File: src/rtl/mac_tx_interface.sv
// MAC transmit interface: reads committed frames from the 512x64 Tx buffer
// and streams them to the 10G MAC Tx client, publishing the freed read address.
module mac_tx_interface #(
    parameter int MAX_BYTES = 2048
) (
    input  logic        clk,
    input  logic        reset,
    output logic [8:0]  rd_addr,
    input  logic [63:0] rd_data,
    input  logic        commited_wr_address_change,
    input  logic [9:0]  commited_wr_address,
    output logic [9:0]  commited_rd_address,
    output logic [63:0] tx_data,
    output logic [7:0]  tx_data_valid,
    output logic        tx_start,
    input  logic        tx_ack,
    output logic [31:0] tx_frames_counter,
    output logic [31:0] bad_frames_counter
);

    typedef enum logic [2:0] {
        IDLE, HDR, START, WAIT_ACK, STREAM, DONE, FLUSH
    } state_t;

    state_t      state_q, state_d;
    logic        chg_q1, chg_q2;
    logic [9:0]  wr_addr_q, wr_ptr_sync_q;
    logic [8:0]  rd_addr_q, rd_addr_d;
    logic [9:0]  cra_q, cra_d;
    logic [63:0] tx_data_q, tx_data_d;
    logic [7:0]  valid_q, valid_d;
    logic        start_q, start_d;
    logic [31:0] frames_q, frames_d;
    logic [31:0] bad_q, bad_d;
    logic [8:0]  words_q, words_d;
    logic [7:0]  mask_q, mask_d;
    logic [8:0]  idx_q, idx_d;
    logic        last_q, last_d;
    logic [63:0] pf_q, pf_d;
    logic        first_q, first_d;

    logic        empty;
    logic [31:0] hdr_len;
    logic        hdr_bad;
    logic [11:0] len_round;
    logic [8:0]  hdr_words;
    logic [7:0]  hdr_mask;
    logic [9:0]  next_ptr;
    logic        unused_ok;

    assign empty     = (cra_q == wr_ptr_sync_q);
    assign hdr_len   = rd_data[63:32];
    assign hdr_bad   = (hdr_len == 32'd0) || (hdr_len > 32'(MAX_BYTES));
    assign len_round = hdr_len[11:0] + 12'd7;
    assign hdr_words = len_round[11:3];
    assign next_ptr  = cra_q + 10'd1 + {1'b0, words_q};
    assign unused_ok = ^{rd_data[31:0], len_round[2:0]};

    assign rd_addr             = rd_addr_q;
    assign commited_rd_address = cra_q;
    assign tx_data             = tx_data_q;
    assign tx_data_valid       = valid_q;
    assign tx_start            = start_q;
    assign tx_frames_counter   = frames_q;
    assign bad_frames_counter  = bad_q;

    // Valid mask for the final word: low L%8 bytes, or all 8 when aligned
    always_comb begin
        hdr_mask = 8'hFF;
        if (hdr_len[2:0] != 3'd0)
            hdr_mask = 8'hFF >> (4'd8 - {1'b0, hdr_len[2:0]});
    end

    // Bring the writer's committed address across: 2-flop level, 1-flop data
    always_ff @(posedge clk or posedge reset) begin
        if (reset) begin
            chg_q1        <= 1'b0;
            chg_q2        <= 1'b0;
            wr_addr_q     <= '0;
            wr_ptr_sync_q <= '0;
        end else begin
            chg_q1    <= commited_wr_address_change;
            chg_q2    <= chg_q1;
            wr_addr_q <= commited_wr_address;
            if (chg_q2)
                wr_ptr_sync_q <= wr_addr_q;
        end
    end

    // FSM state register
    always_ff @(posedge clk or posedge reset) begin
        if (reset) state_q <= IDLE;
        else       state_q <= state_d;
    end

    // FSM next-state logic
    always_comb begin
        state_d = state_q;
        unique case (state_q)
            IDLE:     if (!empty) state_d = HDR;
            HDR:      state_d = hdr_bad ? FLUSH : START;
            START:    state_d = WAIT_ACK;
            WAIT_ACK: if (tx_ack) state_d = last_q ? DONE : STREAM;
            STREAM:   if (last_q) state_d = DONE;
            DONE:     state_d = IDLE;
            FLUSH:    state_d = IDLE;
            default:  state_d = IDLE;
        endcase
    end

    // FSM outputs and datapath next values; reads run two words ahead
    always_comb begin
        rd_addr_d = rd_addr_q;
        cra_d     = cra_q;
        tx_data_d = tx_data_q;
        valid_d   = valid_q;
        start_d   = start_q;
        frames_d  = frames_q;
        bad_d     = bad_q;
        words_d   = words_q;
        mask_d    = mask_q;
        idx_d     = idx_q;
        last_d    = last_q;
        pf_d      = pf_q;
        first_d   = first_q;
        unique case (state_q)
            IDLE: begin
                if (!empty) rd_addr_d = cra_q[8:0] + 9'd1;
            end
            HDR: begin
                words_d   = hdr_words;
                mask_d    = hdr_mask;
                rd_addr_d = rd_addr_q + 9'd1;
            end
            START: begin
                tx_data_d = rd_data;
                start_d   = 1'b1;
                last_d    = (words_q == 9'd1);
                valid_d   = (words_q == 9'd1) ? mask_q : 8'hFF;
                idx_d     = 9'd1;
                first_d   = 1'b1;
                rd_addr_d = rd_addr_q + 9'd1;
            end
            WAIT_ACK: begin
                first_d = 1'b0;
                if (first_q) pf_d = rd_data;
                if (tx_ack) begin
                    start_d = 1'b0;
                    if (last_q) begin
                        valid_d = 8'h00;
                    end else begin
                        tx_data_d = first_q ? rd_data : pf_q;
                        last_d    = (words_q == 9'd2);
                        valid_d   = (words_q == 9'd2) ? mask_q : 8'hFF;
                        idx_d     = 9'd2;
                        rd_addr_d = rd_addr_q + 9'd1;
                    end
                end
            end
            STREAM: begin
                if (last_q) begin
                    valid_d = 8'h00;
                end else begin
                    tx_data_d = rd_data;
                    last_d    = (idx_q == words_q - 9'd1);
                    valid_d   = (idx_q == words_q - 9'd1) ? mask_q : 8'hFF;
                    idx_d     = idx_q + 9'd1;
                    rd_addr_d = rd_addr_q + 9'd1;
                end
            end
            DONE: begin
                valid_d   = 8'h00;
                cra_d     = next_ptr;
                rd_addr_d = next_ptr[8:0];
                frames_d  = frames_q + 32'd1;
            end
            FLUSH: begin
                cra_d     = wr_ptr_sync_q;
                rd_addr_d = wr_ptr_sync_q[8:0];
                bad_d     = bad_q + 32'd1;
            end
            default: ;
        endcase
    end

    // Datapath and output registers
    always_ff @(posedge clk or posedge reset) begin
        if (reset) begin
            rd_addr_q <= '0;
            cra_q     <= '0;
            tx_data_q <= '0;
            valid_q   <= '0;
            start_q   <= 1'b0;
            frames_q  <= '0;
            bad_q     <= '0;
            words_q   <= '0;
            mask_q    <= '0;
            idx_q     <= '0;
            last_q    <= 1'b0;
            pf_q      <= '0;
            first_q   <= 1'b0;
        end else begin
            rd_addr_q <= rd_addr_d;
            cra_q     <= cra_d;
            tx_data_q <= tx_data_d;
            valid_q   <= valid_d;
            start_q   <= start_d;
            frames_q  <= frames_d;
            bad_q     <= bad_d;
            words_q   <= words_d;
            mask_q    <= mask_d;
            idx_q     <= idx_d;
            last_q    <= last_d;
            pf_q      <= pf_d;
            first_q   <= first_d;
        end
    end

endmodule

File: config.mk
export PLATFORM = sky130hd
export DESIGN_NAME = mac_tx_interface
export DESIGN_NICKNAME = d
export VERILOG_FILES = /design/src/rtl/mac_tx_interface.sv
export SDC_FILE = /design/constraint.sdc
export NUM_CORES = 1
export LEC_CHECK = 0
export BUFFER_PORTS_ARGS = -buffer_cell sky130_fd_sc_hd__buf_2
export CAP_MARGIN = 20
export CORE_UTILIZATION = 41
export DETAILED_ROUTE_END_ITERATION = 16
export GPL_ROUTABILITY_DRIVEN = 0
export HOLD_SLACK_MARGIN = 0.02
export PLACE_DENSITY = 0.66
export SYNTH_ARGS = -nofsm -noshare
export SYNTH_HDL_FRONTEND = slang
export SYNTH_SLANG_ARGS = --single-unit
File: constraint.sdc
create_clock -name clk -period 10.7 [get_ports clk]
set_input_delay 2.14 -clock clk [delete_from_list [all_inputs] [get_ports clk]]
set_output_delay 2.14 -clock clk [all_outputs]
set_load 0.1 [all_outputs]
After elaboration in Yosys (flattened, before gate mapping) --
Index checks and enable logic that the tools add are counted.
Storage, ports and cells: bits in registers 273, logic and storage cells 96
Operators by class: add/subtract/negate cells 10, magnitude comparators 1, equality and inequality tests 15, shift operators 1, mux-type cells 35, reduce and logical (&&, ||, !) cells 16
Operator list (count):
- 2-to-1 mux 64 bit | 4
- case mux 64 bit (3 select lines) | 1
- adder 32 x 1 -> 32 bit (second input constant) | 2
- 2-to-1 mux 8 bit | 7
- 2-to-1 mux 9 bit | 6
- case mux 9 bit (6 select lines) | 1
- > comparator 32 x 12 -> 1 bit (second input constant) | 1
- logical NOT 32 bit | 1
- case mux 8 bit (4 select lines) | 1
- adder 9 x 1 -> 9 bit (second input constant) | 3
- case mux 9 bit (3 select lines) | 1
- case mux 10 bit (2 select lines) | 1
- case mux 3 bit (5 select lines) | 1
- adder 12 x 3 -> 12 bit (second input constant) | 1
- 2-to-1 mux 3 bit | 4
- adder 10 x 1 -> 10 bit (second input constant) | 1
- adder 10 x 9 -> 10 bit | 1
- equality test 10 bit | 1
- != test 2 bit (second input constant) | 5
- equality test 3 bit (second input constant) | 3
- equality test 9 x 1 -> 1 bit (second input constant) | 1
- equality test 9 x 2 -> 1 bit (second input constant) | 1
- equality test 9 bit | 1
- subtractor 9 x 1 -> 9 bit (second input constant) | 1
- other kinds (17) | 28

Longest topological paths before layout --
depth after elaboration 5, gate-level depth with buffers 14, gate-level depth less buffers 11

Least setup slack after synthesis --
No wires, ideal clock.
path kind input port to flip-flop, start point in rd_data[41], end point reg state_q[2], setup time 0.065 ns, data arrival time 3.297 ns, required time 10.635 ns, setup slack 7.338 ns, cell stages on the path 5, path buffers 0, cells stage by stage or4_1 nor3_1 xnor2_1 a221o_1 nand2_1
Between the ends: cells in the longest elaborated chain, start to end 4, elaborated cells between the ends (all ways) 5
RTL lines:
- start, declared | RTL line 9 | input logic [63:0] rd_data,
- > comparator 32 x 12 -> 1 bit / logical NOT 32 bit (equally long branches) | RTL line 53 | assign hdr_bad = (hdr_len == 32'd0) || (hdr_len > 32'(MAX_BYTES));
- logical OR 1 bit (*) | RTL line 53
- 2-to-1 mux 3 bit (*) | RTL line 101 | HDR: state_d = hdr_bad ? FLUSH : START;
- case mux 3 bit (5 select lines) (*) | RTL line 99 | unique case (state_q)
- end signal, assigned | RTL line 93 | else state_q <= state_d;
- end, declared | RTL line 25 | state_t state_q, state_d;
Mark *: on every way between the ends. The rest lies on a longest branch, timed or not. A chain may end at the register's enable or synchronous reset.

Final worst setup path --
start point reg cra_q[7] (netlist: commited_rd_address[7]), end point out commited_rd_address[7]
RTL lines:
- start, declared | RTL line 29 | logic [9:0] cra_q, cra_d;
- start signal, assigned | RTL line 204 | cra_q <= cra_d;
- end, declared | RTL line 12 | output logic [9:0] commited_rd_address,
No word-level cell between the ends.

==> reports/results.ini <==
[status]
status=completed

[cells_and_area]
drive_above_1_share_pct=27.2
nets=1497
area_growth_pct=21.2
final_area_um2=15500

[floorplan]
die_y_um=179
die_area_um2=32000
initial_core_util_pct=41.8
rows=64
die_w_um=179
design.core.area_um2=30700
pin_count=234

[placed_design]
place_hpwl_um=20600
placed_area_um2=14400
numPortBuffers=233

[clock_network]
cts.sinks=273
cts_setup_buffers=0
cts_tree=yes
post_cts_resized=0
clk_latency_ns=0.57
clk_pin_slew_ns=0.06
hold_buffers=0
numCtsBuffers=30
ctsLongestPathBuffers=3
htreeDepth=1
clockRootBuffer=clkbuf_16

[critical_path]
required_ns=8.56
cp_top_family=flip-flops
max_stage_delay_ns=0.56
critPathKind=register to output pin
cp.arrival_ns=1.63
worstSetupEndpointType=output pin
start_kind=register
cp_slowest_cell=dfrtp_1
critical_path.max_fanout=6
crit_chain=buf_2
cp_num_buf_inv=1

[yosys]
ys_async_sr_fraction_pct=100
yosysSeqAreaShare_pct=53.3
synthCells=1175
synth_top_family_by_area=simple AND/OR/NAND/NOR gates
synth_xor_area_share_pct=7.58
ys_types=64
synth_nets=1274
syn_area_um2=12800
yosysWarningCount=0
synth_seq_cells=273
synth_compound_area_share_pct=8.86
synth_fa_ha_area_share_pct=2.11
synth_area_per_cell_um2=10.9
synth-simple-area-share_pct=13.8
synth-edff-count=0
synth_ff_type=dfrtp_1
muxShareOfSynthArea_pct=11.7

[detailed_routing]
drtIter0Drc=529
routed_wl_um=30300
ant_nets=0
viasPerCell=5.24
routedWlPerCell_um=16.6
drcViolationCount=0
vias=9540
firstDrtPassIters=5

[timing]
rsz0062_at_grt=no
period_minus_slack_ns=3.77
relSlewSlack_pct=27.5
maxClockFrequency_mhz=266
tightest_slew_ns=1.09
maxSlewViolCount=0
finalSetupViolCount=0
timing.final.hold_violations=0
period_share_pct=35.2
finalSetupTns_ns=0
fin_skew_ns=0.0239

[flow_run]
maxCapViolations=0

[global_route]
grt_max_degree=125
grt_pass1_vias=9340
grt_pass1_wl_um=48800
antenna_found_initial=6
grt_overflow=0
grt_use_total_pct=18.9

[min_path]
hold_path.class=register to register

[flip-flops by register name, summed over array words and instances, names as in the netlist]
signal	count
tx_frames_counter	32
first_q	1
wr_addr_q	10
state_q	3
chg_q1	1
last_q	1
tx_start	1
tx_data	64
mask_q	8
words_q	9
bad_frames_counter	32
chg_q2	1
commited_rd_address	10
pf_q	64
tx_data_valid	8
idx_q	9
rd_addr	9
wr_ptr_sync_q	10
[Yosys cell counts (11+ instances only)]
cell        n  area share [%]
a21oi_1   101             3.9
a221o_1    11            0.86
and3_1     16            0.78
buf_2      15            0.59
clkbuf_1   30            0.88
dfrtp_1   273              53
ha_1       20             2.0
inv_1      27            0.79
mux2_2     73             6.4
mux2i_1    68             5.3
nand2_1    73             2.1
nand3_1    39             1.5
nand4_1    23             1.1
nor2_1    136             4.0
nor3_1     16            0.62
o21ai_0    20            0.78
xnor2_1    76             5.2
xor2_1     35             2.4
[through the flow]
step,utilization [%],std cells,setup slack [ns],hold slack (ns)
final,50.6,1820,6.93,0.361
after global routing,50.6,1817,6.80,0.371
after CTS,50.5,1816,6.92,0.364
after detailed placement,46.8,1761,6.44,0.350
after global placement,46.7,1760,6.53,0.334
after floorplan,-,1175,1.04,0.331
[layout by cell type, fill, tap and decap left out, types with 20 or more instances in the layout]
cell type    n
xor2_1      35
clkbuf_16   30
o21ai_0     20
dfrtp_1    273
inv_1       26
a21oi_1    101
xnor2_1     76
nand2_1     72
nand4_1     23
ha_1        20
buf_2      233
nand3_1     39
mux2_2      73
nor2_1     135
mux2i_1     68
[layer usage]
layer,global-route usage [%],part of all wire [%]
met5,0,0.17
met3,7.06,9.2
met2,29.9,45
met1,24.5,44
met4,4.38,1.9
[path summary, 6_finish.rpt]
| kind | start | to | slack [ns] | cells after the start |
|---|---|---|---|---|
| setup / recovery | commited_rd_address[7] | commited_rd_address[7] | 6.93 | 1 |
| hold / removal | chg_q1 | chg_q2 | 0.36 | 0 |
| setup reg to reg | state_q[0] | rd_addr[6] | 7.33 | 11 |
| hold reg to reg | chg_q1 | chg_q2 | 0.36 | 0 |
| max in group asynchronous | reset | words_q[2] | 7.40 | 3 |
| min in group asynchronous | reset | mask_q[1] | 1.73 | 2 |
[area by class of cell]
cell class | instances | area, um^2
Inverter | 27 | 109
Fill cell | 2778 | 15100
Clock inverter | 18 | 330
Sequential cell | 273 | 6830
Clock buffer | 37 | 817
Antenna cell | 3 | 7.51
Tap cell | 396 | 495
Multi-Input combinational cell | 822 | 5670
Timing Repair Buffer | 244 | 1280
[cells by family after synthesis]
family          after synthesis
xor+xnor                    111
simple gates                366
fa+ha+maj                    21
compound gates              183
mux                         141
flops                       273
buf+inv                      80
Power is not shown: default switching activity piles up to over one toggle a cycle in this logic, so the estimate is an artifact.
